**src/rtl/acc_result_fifo_if.sv**
```systemverilog
// ============================================================================
// Module   : acc_result_fifo_if
// Purpose  : Valid/ready stream carrying one accumulator result per transfer.
// Revision : 1.0 - initial release
// ============================================================================
`default_nettype none

interface acc_result_fifo_if #(
    parameter int DATA_WIDTH = 32
);
    logic                  valid;
    logic                  ready;
    logic [DATA_WIDTH-1:0] data;

    modport master (output valid, output data, input ready);
    modport slave  (input valid, input data, output ready);
endinterface

`default_nettype wire

```
**src/rtl/acc_result_fifo.sv**
```systemverilog
// ============================================================================
// Module   : acc_result_fifo
// Purpose  : First-word-fall-through result FIFO behind the accumulator core.
//            Optional occupancy high-watermark under ACC_FIFO_WATERMARK_EN.
// Revision : 1.0 - initial release
// ============================================================================
`default_nettype none

module acc_result_fifo #(
    parameter int  DATA_WIDTH = 32,
    parameter int  DEPTH      = 4,
    localparam int PTR_W      = $clog2(DEPTH),
    localparam int CNT_W      = $clog2(DEPTH) + 1
) (
    input  wire logic             clk,
    input  wire logic             rst_n,
    acc_result_fifo_if.slave      s_in,
    acc_result_fifo_if.master     m_out,
    output logic [CNT_W-1:0]      count,
    output logic                  full,
    output logic                  empty,
    input  wire logic             wm_clr,
    output logic [CNT_W-1:0]      high_wm
);

    localparam logic [CNT_W-1:0] C_DEPTH = CNT_W'(DEPTH);

    logic [DATA_WIDTH-1:0] r_mem [DEPTH];
    logic [PTR_W-1:0]      r_wr_ptr;
    logic [PTR_W-1:0]      r_rd_ptr;
    logic [CNT_W-1:0]      r_count;

    logic w_full;
    logic w_empty;
    logic w_push;
    logic w_pop;

    // Status is decoded from the registered count only, so no input can
    // reach any output combinationally.
    assign w_full  = (r_count == C_DEPTH);
    assign w_empty = (r_count == '0);
    assign w_push  = s_in.valid & ~w_full;
    assign w_pop   = m_out.ready & ~w_empty;

    assign s_in.ready  = ~w_full;
    assign m_out.valid = ~w_empty;
    assign m_out.data  = w_empty ? '0 : r_mem[r_rd_ptr];
    assign count       = r_count;
    assign full        = w_full;
    assign empty       = w_empty;

    // Storage holds no reset: contents are unreachable once count is zero.
    always_ff @(posedge clk) begin
        if (w_push) begin
            r_mem[r_wr_ptr] <= s_in.data;
        end
    end

    always_ff @(posedge clk or negedge rst_n) begin
        if (!rst_n) begin
            r_wr_ptr <= '0;
            r_rd_ptr <= '0;
            r_count  <= '0;
        end else begin
            if (w_push) begin
                r_wr_ptr <= r_wr_ptr + PTR_W'(1);
            end
            if (w_pop) begin
                r_rd_ptr <= r_rd_ptr + PTR_W'(1);
            end
            if (w_push && !w_pop) begin
                r_count <= r_count + CNT_W'(1);
            end else if (w_pop && !w_push) begin
                r_count <= r_count - CNT_W'(1);
            end
        end
    end

`ifdef ACC_FIFO_WATERMARK_EN
    logic [CNT_W-1:0] r_high_wm;

    // Clear reloads with the present occupancy rather than zero.
    always_ff @(posedge clk or negedge rst_n) begin
        if (!rst_n) begin
            r_high_wm <= '0;
        end else if (wm_clr) begin
            r_high_wm <= r_count;
        end else if (r_count > r_high_wm) begin
            r_high_wm <= r_count;
        end
    end

    assign high_wm = r_high_wm;
`else
    logic w_wm_clr_unused;

    assign w_wm_clr_unused = wm_clr;
    assign high_wm         = '0;
`endif

endmodule

`default_nettype wire

```
**src/flat_wrapper.sv**
```systemverilog
// flat-port wrapper written by rule: the top's interface ports become plain ports
module acc_result_fifo_flat 
#(
    parameter int  DATA_WIDTH = 32,
    parameter int  DEPTH      = 4,
    localparam int PTR_W      = $clog2(DEPTH),
    localparam int CNT_W      = $clog2(DEPTH) + 1
)
  (clk, rst_n, count, full, empty, wm_clr, high_wm, s_in_valid, s_in_data, s_in_ready, m_out_valid, m_out_data, m_out_ready);
  acc_result_fifo_if #(.DATA_WIDTH(DATA_WIDTH)) s_in_i ();
  acc_result_fifo_if #(.DATA_WIDTH(DATA_WIDTH)) m_out_i ();
  input  wire logic clk;
  input  wire logic rst_n;
  output logic [CNT_W-1:0] count;
  output logic full;
  output logic empty;
  input  wire logic wm_clr;
  output logic [CNT_W-1:0] high_wm;
  input wire logic [$bits(s_in_i.valid)-1:0] s_in_valid;
  input wire logic [$bits(s_in_i.data)-1:0] s_in_data;
  output wire logic [$bits(s_in_i.ready)-1:0] s_in_ready;
  output wire logic [$bits(m_out_i.valid)-1:0] m_out_valid;
  output wire logic [$bits(m_out_i.data)-1:0] m_out_data;
  input wire logic [$bits(m_out_i.ready)-1:0] m_out_ready;
  assign s_in_i.valid = s_in_valid;
  assign s_in_i.data = s_in_data;
  assign s_in_ready = s_in_i.ready;
  assign m_out_valid = m_out_i.valid;
  assign m_out_data = m_out_i.data;
  assign m_out_i.ready = m_out_ready;
  acc_result_fifo #(.DATA_WIDTH(DATA_WIDTH), .DEPTH(DEPTH)) u_core (.clk(clk), .rst_n(rst_n), .s_in(s_in_i), .m_out(m_out_i), .count(count), .full(full), .empty(empty), .wm_clr(wm_clr), .high_wm(high_wm));
endmodule
```
**config.mk**
```make
export PLATFORM = sky130hd
export DESIGN_NAME = acc_result_fifo_flat
export DESIGN_NICKNAME = d
export VERILOG_FILES = /design/src/rtl/acc_result_fifo_if.sv /design/src/rtl/acc_result_fifo.sv /design/src/flat_wrapper.sv
export SDC_FILE = /design/constraint.sdc
export NUM_CORES = 1
export LEC_CHECK = 0
export CAP_MARGIN = 5
export CORE_AREA = 2 2 103 105
export CTS_CLUSTER_SIZE = 30
export DETAILED_ROUTE_END_ITERATION = 6
export DIE_AREA = 0 0 105 107
export PLACE_DENSITY_LB_ADDON = 0.2
export SLEW_MARGIN = 40
export SYNTH_ARGS = -nofsm -noshare
export SYNTH_HDL_FRONTEND = slang
export SYNTH_SLANG_ARGS = --single-unit
```
**constraint.sdc**
```tcl
create_clock -name clk -period 2.5 [get_ports clk]
set_clock_uncertainty 0.2 [all_clocks]
set_input_delay 0.25 -clock clk [delete_from_list [all_inputs] [get_ports clk]]
set_output_delay 0.25 -clock clk [all_outputs]
set_load 0.005 [all_outputs]
```
==> flow_summary.toml <==
[place]
io_buffer_count = 74
dpl_worst_slack_ns = 0.131
hpwl_mm = 5.59
gp_congestion = 0.685
placedCellCount = 460

[synth]
synth-seq-cells = 135
synth-xor-area-share = 0.00987
ys_types = 23
synth-compound-area-share = 0
synth_top_family_by_area = "multiplexers"
synth_area_per_cell_um2 = 21.6
synth_area_um2 = 5330
syn_inst = 246
ys_warn_count = 0
yosysSeqAreaShare = 0.755
synthMuxAreaShare = 0.142
synthAdderAreaFrac = 0.0155
yosys.area_share.simple = 0.0484

[power]
p_int_mw = 6.76
switching_share = 0.261
pwr-share-seq = 0.343
ir_worst_vdd_v = 0.000747
clkPwrFrac = 0.272
comb_power_share = 0.385
p_leak_nw = 2.57
switchingPower_mw = 2.38
powerDensity_nw_per_um2 = 1280

[worst_setup_path]
worstPathMaxFanout = 6
worst-endpoint-arrival_ns = 2.03
cpPeakStageDelay_ns = 0.43
slowest_stage = "dfrtp_2"
cp-start-kind = "flop"
cp_cell_sequence = "buf_12 > buf_4 > buf_6 > mux4_2 > and2_4 > buf_6"
endpoint_kind = "output port"
critPathKind = "reg -> out"
cpMostUsedCell = "buf_6"
required_ns = 2.05

[floorplan]
fp.dieW_um = 105
coreArea_um2 = 10100
initial_utilization = 0.528
die_h_um = 107
dieArea_um2 = 11200
rows = 37
io_pins = 79

[final_layout]
drive_above_1_share = 0.408
nNetsFinal = 407
layout.cells.non_filler = 513
diodes = 0
final_common_cell = "edfxtp_1"
final_cell_mix = "128 x edfxtp_1, 42 x clkdlybuf4s50_1, 32 x mux4_2, 21 x buf_4, 18 x and2_4"
fillers = 643
syn_to_final_growth_pct = 34.3

[global_route]
antenna_found_initial = 0
grt_pass1_vias = 2797
grt_pass1_wl_mm = 15.4
grt_max_degree = 24
grt_usage = 0.190
grt-ovfl-total = 0

[route]
postRouteAntennaNets = 0
detail_route.iter0.violations = 153
vias = 2647
wl_per_cell_um = 19.1
drcViolationCount = 0
wirelength_mm = 9.82
dr.pass1.iters = 4
viasPerCell = 5.16

[sta]
max_freq_mhz = 403
drv_slew = 0
setup_slack_ns = 0.0175
period_minus_slack_ns = 2.48
hold_viol_final = 0
timing.final.crit_share = 0.993
setup_viol = 0
rsz0062_at_grt = "yes"

[flow_run]
maxCapViolCount = 0

[clock_network]
htreeDepth = 4
clk_latency_ns = 0.51
cts_buffers = 17
clkSlewWorstSetupHoldPaths_ns = 0.06
cts_buffer_depth = 2
cts_tree = "yes"
root_buffer = "clkbuf_8"
cts_sinks = 135

[min_path]
worst_hold_path_type = "in -> reg"

[run_status]
status = "finished, final reports clean"
[worst max-delay path, delay by kind of cell, from the launching register on]
family,cells,cell delay (ns)
mux,1,0.43
buf+inv,4,0.50
flops,1,0.43
simple gates,1,0.17
[worst paths after layout]
| path | start | end | slack (ns) | depth (start not counted) |
|---|---|---|---|---|
| worst max-delay path | u_core.r_rd_ptr[0]$_DFFE_PN0P_ | m_out_data[13] | 0.02 | 6 |
| worst min-delay path | s_in_data[31] | u_core.r_mem[2][31]$_DFFE_PP_ | 0.18 | 1 |
| worst max register to register | u_core.count[2]$_DFFE_PN0P_ | u_core.count[2]$_DFFE_PN0P_ | 0.17 | 9 |
| worst min register to register | u_core.count[2]$_DFFE_PN0P_ | u_core.count[2]$_DFFE_PN0P_ | 0.36 | 2 |
| max in group asynchronous | rst_n | u_core.r_rd_ptr[1]$_DFFE_PN0P_ | 1.45 | 2 |
| min in group asynchronous | rst_n | u_core.count[2]$_DFFE_PN0P_ | 0.36 | 2 |
[synth_stat cells]
master	number	area (µm²)
mux2_2	1	11.3
buf_2	4	20.0
conb_1	1	3.75
mux2_1	1	11.3
dfrtp_1	7	175
clkbuf_1	5	18.8
and2_1	36	225
buf_4	3	22.5
nor2b_1	1	6.26
xnor2_1	4	35.0
or3_1	1	6.26
inv_1	5	18.8
mux4_2	28	631
mux4_1	4	105
fa_1	1	20.0
buf_6	1	11.3
ha_1	5	62.6
nand2_1	2	7.51
edfxtp_1	128	3840
buf_12	3	60.1
nand3_1	1	5.00
xor2_1	2	17.5
nor2_1	2	7.51
[cells by family (layout without fill, tap and decap cells)]
family,after synthesis,count (layout)
flops,135,135
simple gates,43,43
mux,34,34
buf+inv,21,150
fa+ha+maj,6,6
xor+xnor,6,6
other cells,1,3
[stage by stage]
stage	hold WS (ns)	area, µm²	setup TNS [ns]	power [mW]	util
after floorplan	-0.246	5330	0	4.81	-
after global placement	0.315	6320	0	6.17	0.626
after detailed placement	0.325	6320	0	6.24	0.626
after CTS	0.152	7180	-1.30	9.19	0.711
after global routing	0.169	7150	-0.384	9.60	0.709
final	0.175	7150	0	9.15	0.709
[power groups by stage]
stage	registers, mW	clock network [mW]	logic, mW
after floorplan	3.15	0	1.66
after global placement	3.16	0	3.01
after detailed placement	3.19	0	3.05
after CTS	3.13	2.52	3.53
after global routing	3.17	2.64	3.79
final	3.14	2.49	3.53
[area by class of cell]
cell class / instances / area (µm²) / area share
timing repair buffer: 113 / 1130 / 0.158
sequential: 135 / 4020 / 0.562
tap: 136 / 170 / 0.0238
multi-input combinational: 92 / 1210 / 0.169
clock buffer: 19 / 422 / 0.0589
inverter: 5 / 18.8 / 0.00262
clock inverter: 13 / 179 / 0.0250
[registers in the layout, summed over array words and instances, names as in the netlist]
signal and cells:
u_core.r_wr_ptr 2, u_core.r_rd_ptr 2, u_core.count 3, u_core.r_mem 128
[per-layer routing]
| layer | wire length (µm) | track usage | part of all wire |
|---|---|---|---|
| met5 | 0 | 0 | 0 |
| met4 | 116 | 0.0724 | 0.012 |
| met3 | 402 | 0.0511 | 0.041 |
| met2 | 5120 | 0.308 | 0.52 |
| met1 | 4180 | 0.251 | 0.43 |
[what timing repair did]
action / CTS / global route
resized for setup: 136 / 29
hold endpoints to repair: 7 / 0
pin swaps: 16 / 14
endpoints found under the setup margin: 34 / 34
hold buffers: 1 / 0
cloned: 2 / 0
setup buffers: 21 / 2
Power figures use the tool's default switching activity.
